`src/rtl/dem_merge_tree_if.sv`:
```
// Bus bundle for dem_merge_tree: reference and leaf inputs from the switching tree,
// recombined sum, compare result and error counter back to the monitor side.
interface dem_merge_tree_if #(
    parameter int WIDTH  = 16,
    parameter int LEAVES = 8,
    parameter int CNT_W  = 16
);
    localparam int L = $clog2(LEAVES);

    logic signed [WIDTH-1:0]   ref_i;
    logic                      ref_valid_i;
    logic [LEAVES*WIDTH-1:0]   leaf_i;
    logic                      clear_i;
    logic signed [WIDTH+L-1:0] sum_o;
    logic                      sum_valid_o;
    logic                      mismatch_o;
    logic [CNT_W-1:0]          err_cnt_o;
    logic                      err_sat_o;

    modport master (
        output ref_i,
        output ref_valid_i,
        output leaf_i,
        output clear_i,
        input  sum_o,
        input  sum_valid_o,
        input  mismatch_o,
        input  err_cnt_o,
        input  err_sat_o
    );

    modport slave (
        input  ref_i,
        input  ref_valid_i,
        input  leaf_i,
        input  clear_i,
        output sum_o,
        output sum_valid_o,
        output mismatch_o,
        output err_cnt_o,
        output err_sat_o
    );
endinterface

```
`src/rtl/dem_merge_tree.sv`:
```
// Recombines the DEM switching-tree leaves with a pipelined adder tree, checks the
// sum against the delayed tree input and keeps a saturating mismatch count.
module dem_merge_tree #(
    parameter int WIDTH  = 16,
    parameter int LEAVES = 8,
    parameter int CNT_W  = 16
) (
    input  logic            clk_i,
    input  logic            reset_i,
    dem_merge_tree_if.slave bus
);
    localparam int L     = $clog2(LEAVES);
    localparam int SW    = WIDTH + L;
    localparam int DEPTH = 2 * L;
    localparam logic [CNT_W-1:0] CNT_MAX = {CNT_W{1'b1}};

    // All tree nodes are carried at the final width; L extra bits can never overflow.
    function automatic logic signed [SW-1:0] sext_w(input logic [WIDTH-1:0] v);
        return {{L{v[WIDTH-1]}}, v};
    endfunction

    logic signed [SW-1:0]    src_s  [L][LEAVES];
    logic signed [SW-1:0]    node_q [L][LEAVES];
    logic signed [WIDTH-1:0] ref_sr_q [DEPTH];
    logic [DEPTH-1:0]        vld_sr_q;

    logic signed [SW-1:0]    root_s;
    logic signed [SW-1:0]    ref_ext_s;
    logic                    mismatch_d;
    logic [CNT_W-1:0]        err_cnt_d;
    logic                    err_sat_d;

    logic signed [SW-1:0]    sum_q;
    logic                    sum_valid_q;
    logic                    mismatch_q;
    logic [CNT_W-1:0]        err_cnt_q;
    logic                    err_sat_q;

    // Operand selection per layer: layer 0 reads the leaves, later layers the previous registers.
    always_comb begin
        for (int j = 0; j < LEAVES; j++) begin
            src_s[0][j] = sext_w(bus.leaf_i[j*WIDTH +: WIDTH]);
            for (int k = 1; k < L; k++) begin
                src_s[k][j] = node_q[k-1][j];
            end
        end
    end

    // Adder tree: register k holds the pairwise sums of layer k, halving the node count.
    always_ff @(posedge clk_i or posedge reset_i) begin
        if (reset_i) begin
            for (int k = 0; k < L; k++) begin
                for (int j = 0; j < LEAVES; j++) begin
                    node_q[k][j] <= '0;
                end
            end
        end else begin
            for (int k = 0; k < L; k++) begin
                for (int j = 0; j < LEAVES / 2; j++) begin
                    if (j < (LEAVES >> (k + 1))) begin
                        node_q[k][j] <= src_s[k][2*j] + src_s[k][2*j+1];
                    end
                end
            end
        end
    end

    // Reference delay line: L cycles of upstream tree plus L cycles of adder tree.
    always_ff @(posedge clk_i or posedge reset_i) begin
        if (reset_i) begin
            for (int i = 0; i < DEPTH; i++) begin
                ref_sr_q[i] <= '0;
            end
            vld_sr_q <= '0;
        end else begin
            ref_sr_q[0] <= bus.ref_i;
            for (int i = 1; i < DEPTH; i++) begin
                ref_sr_q[i] <= ref_sr_q[i-1];
            end
            vld_sr_q <= {vld_sr_q[DEPTH-2:0], bus.ref_valid_i};
        end
    end

    // Compare and counter next-state; a clear in the same cycle suppresses the count.
    always_comb begin
        root_s     = node_q[L-1][0];
        ref_ext_s  = sext_w(ref_sr_q[DEPTH-1]);
        mismatch_d = vld_sr_q[DEPTH-1] & (root_s != ref_ext_s);
        err_cnt_d  = err_cnt_q;
        err_sat_d  = err_sat_q;
        if (bus.clear_i) begin
            err_cnt_d = '0;
            err_sat_d = 1'b0;
        end else if (mismatch_d && (err_cnt_q != CNT_MAX)) begin
            err_cnt_d = err_cnt_q + CNT_W'(1'b1);
            err_sat_d = err_sat_q | (err_cnt_d == CNT_MAX);
        end else begin
            err_cnt_d = err_cnt_q;
            err_sat_d = err_sat_q;
        end
    end

    // Output stage: sum, qualifier, compare flag and counter all change on the same edge.
    always_ff @(posedge clk_i or posedge reset_i) begin
        if (reset_i) begin
            sum_q       <= '0;
            sum_valid_q <= 1'b0;
            mismatch_q  <= 1'b0;
            err_cnt_q   <= '0;
            err_sat_q   <= 1'b0;
        end else begin
            sum_q       <= root_s;
            sum_valid_q <= vld_sr_q[DEPTH-1];
            mismatch_q  <= mismatch_d;
            err_cnt_q   <= err_cnt_d;
            err_sat_q   <= err_sat_d;
        end
    end

    assign bus.sum_o       = sum_q;
    assign bus.sum_valid_o = sum_valid_q;
    assign bus.mismatch_o  = mismatch_q;
    assign bus.err_cnt_o   = err_cnt_q;
    assign bus.err_sat_o   = err_sat_q;

endmodule
```
`src/flat_wrapper.sv`:
```
// flat-port wrapper written by rule: the top's interface ports become plain ports
module dem_merge_tree_flat 
#(
    parameter int WIDTH  = 16,
    parameter int LEAVES = 8,
    parameter int CNT_W  = 16
)
  (clk_i, reset_i, bus_ref_i, bus_ref_valid_i, bus_leaf_i, bus_clear_i, bus_sum_o, bus_sum_valid_o, bus_mismatch_o, bus_err_cnt_o, bus_err_sat_o);
  dem_merge_tree_if #(.WIDTH(WIDTH), .LEAVES(LEAVES), .CNT_W(CNT_W)) bus_i ();
  input  logic clk_i;
  input  logic reset_i;
  input wire logic [$bits(bus_i.ref_i)-1:0] bus_ref_i;
  input wire logic [$bits(bus_i.ref_valid_i)-1:0] bus_ref_valid_i;
  input wire logic [$bits(bus_i.leaf_i)-1:0] bus_leaf_i;
  input wire logic [$bits(bus_i.clear_i)-1:0] bus_clear_i;
  output wire logic [$bits(bus_i.sum_o)-1:0] bus_sum_o;
  output wire logic [$bits(bus_i.sum_valid_o)-1:0] bus_sum_valid_o;
  output wire logic [$bits(bus_i.mismatch_o)-1:0] bus_mismatch_o;
  output wire logic [$bits(bus_i.err_cnt_o)-1:0] bus_err_cnt_o;
  output wire logic [$bits(bus_i.err_sat_o)-1:0] bus_err_sat_o;
  assign bus_i.ref_i = bus_ref_i;
  assign bus_i.ref_valid_i = bus_ref_valid_i;
  assign bus_i.leaf_i = bus_leaf_i;
  assign bus_i.clear_i = bus_clear_i;
  assign bus_sum_o = bus_i.sum_o;
  assign bus_sum_valid_o = bus_i.sum_valid_o;
  assign bus_mismatch_o = bus_i.mismatch_o;
  assign bus_err_cnt_o = bus_i.err_cnt_o;
  assign bus_err_sat_o = bus_i.err_sat_o;
  dem_merge_tree #(.WIDTH(WIDTH), .LEAVES(LEAVES), .CNT_W(CNT_W)) u_core (.clk_i(clk_i), .reset_i(reset_i), .bus(bus_i));
endmodule
```
`config.mk`:
```
export PLATFORM = sky130hd
export DESIGN_NAME = dem_merge_tree_flat
export DESIGN_NICKNAME = d
export VERILOG_FILES = /design/src/rtl/dem_merge_tree_if.sv /design/src/rtl/dem_merge_tree.sv /design/src/flat_wrapper.sv
export SDC_FILE = /design/constraint.sdc
export NUM_CORES = 1
export LEC_CHECK = 0
export BUFFER_PORTS_ARGS = -buffer_cell sky130_fd_sc_hd__clkbuf_2
export CORE_UTILIZATION = 59
export CTS_BUF_LIST = sky130_fd_sc_hd__clkbuf_4 sky130_fd_sc_hd__clkbuf_8
export DETAILED_ROUTE_END_ITERATION = 8
export PLACE_DENSITY = 0.82
export SYNTH_ARGS = -nofsm -noshare
export SYNTH_HDL_FRONTEND = slang
export SYNTH_SLANG_ARGS = --single-unit
export TNS_END_PERCENT = 30
```
`constraint.sdc`:
```
create_clock -name clk_i -period 11.4 [get_ports clk_i]
set_input_delay 1.14 -clock clk_i [delete_from_list [all_inputs] [get_ports clk_i]]
set_output_delay 1.14 -clock clk_i [all_outputs]
set_load 0.005 [all_outputs]
```
==> results of run 1 <==
per-stage QoR:
| stage | hold slack (ns) | utilization [%] | power, W |
|---|---|---|---|
| CTS | 0.342 | 71.1 | 0.00320 |
| finish | 0.345 | 71.1 | 0.00317 |
| detailed placement | 0.335 | 67.0 | 0.00240 |
| global route | 0.346 | 71.1 | 0.00339 |
| global placement | 0.332 | 67.0 | 0.00236 |
| floorplan | 0.331 | - | 0.00210 |
sequential cells by signal (all words and copies together) (netlist names):
signal,cells
u_core.bus.err_cnt_o,16
u_core.bus.err_sat_o,1
u_core.bus.mismatch_o,1
u_core.bus.sum_o,19
u_core.bus.sum_valid_o,1
u_core.node_q,106
u_core.ref_ext_s,16
u_core.ref_sr_q,80
u_core.root_s,19
u_core.vld_sr_q,6
cell usage after synthesis, drive strengths merged (3+ instances only):
library cell    n
nand2          40
and3            5
nor2b          14
fa              7
a41oi           4
a31oi           8
and2            4
dfrtp         265
nand2b          7
nor2           81
nand3b          3
a211oi         11
o21bai         14
o31a            5
o211ai         12
nor3           23
or3             3
nand3          19
xor2           29
nor4            7
a21oi          77
ha            118
nand4          12
o21ai          52
inv            47
o21a           13
or2             3
a21o           43
nor4b           3
a2111oi         5
buf             4
xnor2          91
worst max-delay path: stages:
cell	delay [ns]
clkbuf_2	0.08
ha_1	0.22
fa_1	0.40
a21o_1	0.21
a21oi_1	0.28
o21ai_0	0.14
a31oi_1	0.36
o31a_1	0.22
a21oi_1	0.11
a221oi_1	0.27
metal layers:
layer  GRT usage (%)  part of all wire (%)  wire length, um
met1            29.7                    45            10400
met2            37.0                    48            11000
met3            3.73                   4.9             1140
met4            7.22                   2.1              487
met5               0                     0                0
cells by family (layout without fill, tap and decap cells):
logic type,Yosys count,in the layout,synth area share [%]
XOR/XNOR,120,120,8.45
flip-flops,265,265,53.3
multiplexers,2,2,0.211
buffers and inverters,53,304,1.64
adder cells (fa/ha/maj),125,125,13.0
AND/OR/NAND/NOR,229,229,9.03
AO/OA/AOI/OAI,270,270,14.3
path summary, 6_finish.rpt:
path	end	slack (ns)	cells after the start
worst min-delay path	u_core.ref_sr_q[63]	0.34	0
worst max-delay path	u_core.node_q[435]	8.38	10
min in group asynchronous	u_core.bus.sum_o[1]	0.75	2
max in group asynchronous	u_core.node_q[444]	8.42	4
worst max register to register	u_core.bus.err_cnt_o[15]	8.58	7
worst min register to register	u_core.ref_sr_q[63]	0.34	0
final cells by class:
class | instances | area, um2
clock buffer | 61 | 783
clock inverter | 9 | 50.0
fill | 1437 | 5900
inverter | 47 | 184
multi-input combinational | 746 | 5600
sequential | 265 | 6630
tap | 270 | 338
timing repair buffer | 187 | 941
power by group:
| part | internal [W] | switching [W] | total, W |
|---|---|---|---|
| combinational | 0.000516 | 0.000621 | 0.00114 |
| sequential | 0.00116 | 0.0000995 | 0.00126 |
| clock | 0.000438 | 0.000340 | 0.000779 |
==> flow_summary.ini, run 1 <==
[status]
status = finished, final reports clean

[sta]
final_hold_viol_count = 0
finalCritPeriodShare_pct = 26.5
slew_viol_final = 0
final.setup_skew_ns = 0.0189
slew_headroom_pct = 38.7
tns_ns = 0
fmax_ghz = 0.331
setup_slack_ns = 8.38
tightest_slew_ns = 0.919
finalSetupViolCount = 0
finalCriticalPeriod_ns = 3.02
grt_setup_unrepaired = false

[placed_design]
io_buffers = 185
dp.cells = 1515
dpl_cell_area_um2 = 13700
dp.final_hpwl_um = 17100
place_ws_ns = 7.72
gp_congestion = 0.943

[synth]
synthesis.nets = 1337
synth-edff-count = 0
synthArstFlopShare_pct = 100
synth_top_area_share_pct = 53.3
ys_types = 62
yosys.area.top_type = dfrtp_1
syn_inst = 1064
synth_ff_type = dfrtp_1
yosysWarnings = 0
netlist_area_um2 = 12400
post_synth.cell_area_avg_um2 = 11.7
ys_ff_latch = 265
ys_seq_area_share_pct = 53.3
yosys-top-cells-area = dfrtp_1 53%, ha_1 12%, xnor2_1 6.4%

[clock_network]
clk_path_buf_depth = 3
clockRootBuffer = clkbuf_8
clk_latency_ns = 0.54
cts_htree_levels = 2
postCtsSetupBuffers = 0
postCtsHoldBufs = 0
tritoncts = yes
cts_sinks = 265
ctsResizeCount = 0
path_clk_slew_ns = 0.06
numCtsBuffers = 40

[drt]
vias_per_cell = 5.38
drtIter0Drc = 453
routed_wl_um = 23000
drc = 0
wl_per_cell_um = 14.5
vias = 8533
first_pass_iters = 5
postRouteAntennaNets = 0

[global_route]
grt_pass1_wl_um = 38600
antenna_found_initial = 0
grt_pass1_vias = 8415
grt_max_degree = 120
grt_use_total_pct = 22.2
grt_overflow_total = 0

[floorplanning]
row_count = 52
die_y_um = 147
die_area_um2 = 21700
die_width_um = 147
pin_count = 186
start_util_pct = 60.9
core_area_um2 = 20400

[worst_setup_path]
r2r-start = u_core.root_s[10]
setup.worst_path.class = input pin to register
crit_arrival_ns = 3.44
path_max_fanout = 3
crit_path_start = bus_leaf_i[32]
crit_path_start_kind = input pin
cp.required_ns = 11.82
end_kind = register

[power]
ir_drop_uv = 110
powerDensity_nw_per_um2 = 218
power.leakage_nw = 7.00

[finish]
layout_common_cells = 265 x dfrtp_1, 185 x clkbuf_2, 118 x ha_1
antennaDiodeCount = 0
area_delta_synth_final_pct = 16.8
mostFrequentLayoutCell = dfrtp_1
final_cell_area_um2 = 14500
fin_nets = 1560
drive_gt1_share_pct = 20.6
finalNonFillerCells = 1585

[worst_hold_path]
hold_path_class = register to register
hp-start = u_core.ref_sr_q[79]

[flow_run]
drv_cap = 0
Power figures use the tool's default switching activity.
==> inputs of run 2 (changes only) <==
- ABC_AREA: unset -> 1
- CORE_UTILIZATION: 59 -> 54
- PLACE_DENSITY: 0.82 -> 0.79
- clock period: 11.4 -> 2.5 ns (I/O delays scaled with it)
==> run 2 against run 1 <==
Largest cell class unchanged. Critical path type is now register to register. Critical path depth shrank 1. Die area up 16%. Register-to-register slack lost 8.2 ns. Area after synthesis increased by 6.5%.
==> flow_summary.ini, run 2 <==
[status]
status = finished, final reports clean

[worst_hold_path]
hold_path_depth = 2
hold_path_class = input pin to register
min_to = u_core.node_q[419]
hp-start = bus_leaf_i[33]

[worst_setup_path]
path_max_fanout = 4
end_kind = register
setup.worst_path.class = register to register
r2r-start = u_core.node_q[380]
regToRegSetupSlack_ns = 0.34
crit_arrival_ns = 2.59
crit_path_start_kind = register
r2r_cells = 9
cp.required_ns = 2.93
worstReg2RegEnd = u_core.node_q[282]

[finish]
largest_reg_flops = 106
fin_nets = 1935
drive_gt1_share_pct = 16.6
fill_cells = 1906
final_cell_area_um2 = 15800
multi_input_area_um2 = 6130
top_regs = u_core.node_q (106), u_core.ref_sr_q (80)
mostFrequentLayoutCell = nand2_1
layout_common_cells = 322 x nand2_1, 265 x dfrtp_1, 185 x clkbuf_2
final_util_pct = 66.6
antennaDiodeCount = 0
regMostFlops = u_core.node_q
ff_latch_area_um2 = 6630
area_delta_synth_final_pct = 19.5

[sta]
grt_setup_unrepaired = false
finalCritPeriodShare_pct = 86.5
final_hold_viol_count = 0
finalCriticalPeriod_ns = 2.16
slew_headroom_pct = 54.4
finalSetupViolCount = 0
tns_ns = 0
tightest_slew_ns = 0.682
slew_viol_final = 0
final.setup_skew_ns = 0.0304
fmax_ghz = 0.463

[floorplanning]
pin_count = 186
die_width_um = 159
die_y_um = 159
start_util_pct = 55.7
row_count = 56
core_area_um2 = 23800
die_area_um2 = 25100

[global_route]
grt_pass1_vias = 9750
grt_use_total_pct = 22.3
antenna_found_initial = 0
grt_max_degree = 68
grt_pass1_wl_um = 44600
grt_overflow_total = 0

[synth]
synthAdderAreaFrac_pct = 12.2
syn_inst = 1403
synth_simple_gate_area_share_pct = 18.2
synth_compound_area_share_pct = 9.11
post_synth.cell_area_avg_um2 = 9.43
synthMuxAreaShare_pct = 0
synth_top_area_share_pct = 50.1
synth.most_common_cell = nand2_1
yosys-top-cells-area = dfrtp_1 50%, ha_1 11%, nand2_1 9.1%
synth_ff_type = dfrtp_1
ys_types = 38
synth_xor_area_share_pct = 6.82
ys_ff_latch = 265
synthArstFlopShare_pct = 100
synth-edff-count = 0
yosys.area.top_type = dfrtp_1
synthesis.nets = 1676
ys_top_cells_by_count = 322 x nand2_1, 265 x dfrtp_1, 118 x ha_1, 118 x inv_1, 114 x nor2_1
yosysWarnings = 0
netlist_area_um2 = 13200
ys_seq_area_share_pct = 50.1
synth_top_family_by_area = simple AND/OR/NAND/NOR gates

[clock_network]
numCtsBuffers = 41
ctsResizeCount = 0
clk_latency_ns = 0.53
postCtsHoldBufs = 26
clk_path_buf_depth = 3
path_clk_slew_ns = 0.06
clockRootBuffer = clkbuf_8
cts_sinks = 265
tritoncts = yes
postCtsSetupBuffers = 0
cts_htree_levels = 2

[power]
ir_drop_uv = 554
power.leakage_nw = 8.18
p_total_w = 0.0152
powerDensity_nw_per_um2 = 961

[drt]
postRouteAntennaNets = 0
vias_per_cell = 5.06
first_pass_iters = 5
wl_per_cell_um = 13.4
routed_wl_um = 26900
drc = 0
drtIter0Drc = 676
vias = 10200

[flow_run]
drv_cap = 0

[placed_design]
dpl_cell_area_um2 = 14700
gp_congestion = 0.876
dp.final_hpwl_um = 21200
io_buffers = 185
==> run 2: cell types whose count changed after synthesis, sizes merged, moves of 11 or more <==
cell    previous run  this run
nor2b             14         0
a21o              43        17
xor2              29        78
a21oi             77       112
o211ai            12         1
nand3             19        88
o21a              13         2
nor2              81       117
inv               47       118
xnor2             91        25
nand2             40       324
==> run 2: logic make-up (layout without fill, tap and decap cells) <==
kind of cell | after synthesis | in the layout
xor+xnor | 103 | 103
fa+ha+maj | 125 | 125
buf+inv | 122 | 412
compound gates | 217 | 217
simple gates | 571 | 571
flops | 265 | 265
==> run 2: power by group <==
group / switching [W] / internal [W] / leakage, nW
sequential: 0.000471 / 0.00529 / 3.14
clock: 0.00156 / 0.00226 / 0.486
combinational: 0.00341 / 0.00220 / 4.56
==> run 2: final cells by class <==
class / count / share of cell area, %
Sequential cell: 265 / 41.9
Multi-Input combinational cell: 1016 / 38.8
Timing Repair Buffer: 220 / 8.24
Clock buffer: 59 / 4.78
Inverter: 118 / 2.82
Tap cell: 319 / 2.52
Clock inverter: 15 / 0.965
==> run 2: metrics by stage <==
step / instances / hold WS [ns] / setup WS (ns)
after floorplan: 1403 / 0.281 / -1.25
after global placement: 1912 / 0.333 / 0.429
after detailed placement: 1912 / 0.335 / 0.392
after CTS: 2012 / 0.00972 / 0.348
after global routing: 2012 / 0.0256 / 0.0959
final: 2012 / 0.0362 / 0.339
==> run 2: critical path: stages (launching register included) <==
cell	delay [ns]
dfrtp_1	0.33
ha_1	0.17
inv_1	0.06
fa_1	0.39
o21ai_0	0.29
a21boi_1	0.17
o21ai_0	0.37
nand2_1	0.13
nand3_1	0.09
nand2_1	0.05
==> run 2: worst max path at each step <==
stage | from | to | cells after the start | slack, ns
2_1_floorplan | reset_i | u_core.bus.err_cnt_o[0] | 1 | -1.25
3_3_place_gp | u_core.node_q[380] | u_core.node_q[282] | 9 | 0.43
3_5_place_dp | u_core.node_q[380] | u_core.node_q[282] | 9 | 0.39
4_1_cts | u_core.node_q[380] | u_core.node_q[282] | 9 | 0.35
5_1_grt | u_core.node_q[399] | u_core.node_q[278] | 9 | 0.1
6_report | u_core.node_q[380] | u_core.node_q[282] | 9 | 0.34
==> run 2: metal layers <==
metal	up-vias	track usage [%]	part of all wire (%)
li1	5169	-	-
met1	4706	29.6	46
met2	265	38.1	48
met3	33	3.13	4.1
met4	0	6.32	1.8
met5	-	0	0
==> inputs of run 3 (changes only) <==
- PLACE_DENSITY: 0.79 -> 0.77
==> run 3 against run 2 <==
Cell area increased by 0.30%. Global-route usage grew 0.23 points. Non-clock buffer count grew 7. Total power down 0.42%. Largest cell class unchanged. Largest power group unchanged.
==> flow_summary.ini, run 3 (same netlist as run 2, synthesis figures left out) <==
[status]
status = finished, final reports clean

[finish]
layout_common_cells = 322 x nand2_1, 265 x dfrtp_1, 185 x clkbuf_2
ff_latch_area_um2 = 6630
antennaDiodeCount = 0
multi_input_area_um2 = 6130
finalNonFillerCells = 2017
drive_gt1_share_pct = 16.7
largest_reg_flops = 106
regMostFlops = u_core.node_q
mostFrequentLayoutCell = nand2_1
fill_cells = 1893
fin_nets = 1942
area_delta_synth_final_pct = 19.9
top_regs = u_core.node_q (106), u_core.ref_sr_q (80)

[clock_network]
tritoncts = yes
cts_htree_levels = 2
numCtsBuffers = 41
clk_latency_ns = 0.54
clk_path_buf_depth = 3
path_clk_slew_ns = 0.06
ctsResizeCount = 0
cts_sinks = 265
clockRootBuffer = clkbuf_8

[sta]
finalSetupViolCount = 0
tightest_slew_ns = 0.906
finalCritPeriodShare_pct = 88.7
grt_setup_unrepaired = false
final_hold_viol_count = 0
slew_viol_final = 0
finalCriticalPeriod_ns = 2.22
slew_headroom_pct = 39.5
final.setup_skew_ns = 0.0191
tns_ns = 0
fmax_ghz = 0.451

[floorplanning]
row_count = 56
pin_count = 186
die_width_um = 159
die_area_um2 = 25100
start_util_pct = 55.7
core_area_um2 = 23800
die_y_um = 159

[worst_hold_path]
hold_path_depth = 2
min_to = u_core.node_q[381]
hold_path_class = input pin to register
hp-start = bus_leaf_i[97]

[placed_design]
io_buffers = 185
dp.final_hpwl_um = 21200
dp.cells = 1916
gp_congestion = 0.884

[worst_setup_path]
crit_buf_inv = 1
crit_path_start_kind = register
crit_family = compound AO/OA/AOI/OAI gates
regToRegSetupSlack_ns = 0.28
setup.worst_path.class = register to register
end_kind = register
critPathMaxStageDelay_ns = 0.40
worstReg2RegEnd = u_core.node_q[278]
cp.required_ns = 2.92
cp_slowest_cell = fa_1
r2r-start = u_core.node_q[380]
path_cells = ha_1, inv_1, fa_1, o21ai_0, a21boi_1, o21ai_0, nand2_1, nand3_1, nand2_1
r2r_cells = 9
crit_arrival_ns = 2.64
path_max_fanout = 4

[drt]
vias = 10200
routed_wl_um = 27000
vias_per_cell = 5.04
drtIter0Drc = 625
first_pass_iters = 5
drc = 0
postRouteAntennaNets = 0
wl_per_cell_um = 13.4

[power]
power.leakage_nw = 8.21
switchingPower_w = 0.00540
p_comb_share_pct = 36.9
power_frac_clock_pct = 25.2
seqPwrFrac_pct = 37.9
switching_share_pct = 35.7
ir_drop_uv = 442
powerDensity_nw_per_um2 = 954
p_int_w = 0.00974

[global_route]
grt_pass1_vias = 9929
grt_max_degree = 46
grt_overflow_total = 0
grt_use_total_pct = 22.5
antenna_found_initial = 0
grt_pass1_wl_um = 45100

[flow_run]
drv_cap = 0
## run 3: cell count changes in the layout (fill, tap and decap cells not counted), sizes merged
cell	change
dlygate4sd3	+3
bufinv	-1
clkinv	-8
clkbuf	+6
clkinvlp	-1
inv	+2
buf	+4
## run 3: how the worst max path moves through the flow
stage / startpoint / endpoint / slack [ns] / depth (start not counted)
3_3_place_gp: u_core.node_q[380] / u_core.node_q[282] / 0.43 / 9
4_1_cts: u_core.node_q[380] / u_core.node_q[278] / 0.29 / 9
2_1_floorplan: reset_i / u_core.bus.err_cnt_o[0] / -1.25 / 1
3_5_place_dp: u_core.node_q[380] / u_core.node_q[278] / 0.30 / 9
6_report: u_core.node_q[380] / u_core.node_q[278] / 0.28 / 9
5_1_grt: u_core.node_q[399] / u_core.node_q[282] / 0.02 / 9
## run 3: power by group through the flow
stage / logic (W) / registers [W] / clock network (W)
after floorplan: 0.00407 / 0.00566 / 0
after global placement: 0.00547 / 0.00579 / 0
after detailed placement: 0.00552 / 0.00583 / 0
after CTS: 0.00559 / 0.00575 / 0.00392
after global routing: 0.00639 / 0.00583 / 0.00410
final: 0.00559 / 0.00574 / 0.00381
## run 3: final cells by class
class | instances | share of cell area (%)
clock buffers | 65 | 5.05
clock inverters | 7 | 0.599
repair buffers | 227 | 8.59
multi-input cells | 1016 | 38.7
flip-flops and latches | 265 | 41.8
well taps | 319 | 2.51
inverters | 118 | 2.81
## run 3: routing by layer
metal	share of wire, %	GRT usage, %	vias to the layer above
met1	46	29.5	4667
met2	48	38.7	269
li1	-	-	5186
met4	2.0	6.82	0
met3	4.3	3.27	47
met5	0	0	-
## run 3: what timing repair did
item / 4_1_cts / 5_1_grt
hold buffers: 29 / 0
setup endpoints to repair: 0 / 0
hold endpoints to repair: 51 / 0
setup buffers: 0 / 0
## run 3: per-stage QoR
step                      setup WS [ns]  instance area [um2]  utilization (%)  total power, W  hold WS [ns]
after floorplan                   -1.25                13200                -         0.00973         0.281
after global placement            0.427                14700             61.8          0.0113         0.333
after detailed placement          0.297                14700             61.8          0.0113         0.335
after CTS                         0.287                15900             66.8          0.0153       0.00111
after global routing             0.0160                15900             66.8          0.0163        0.0212
final                             0.283                15900             66.8          0.0151        0.0413
## run 3: worst reg2reg max path: cells and delay by family, from the launching register on
| family | cells | cell delay (ns) |
|---|---|---|
| DFF | 1 | 0.33 |
| adders and majority gates | 2 | 0.58 |
| and+or+nand+nor | 3 | 0.26 |
| buffers and inverters | 1 | 0.06 |
| AOI/OAI and AO/OA | 3 | 0.87 |
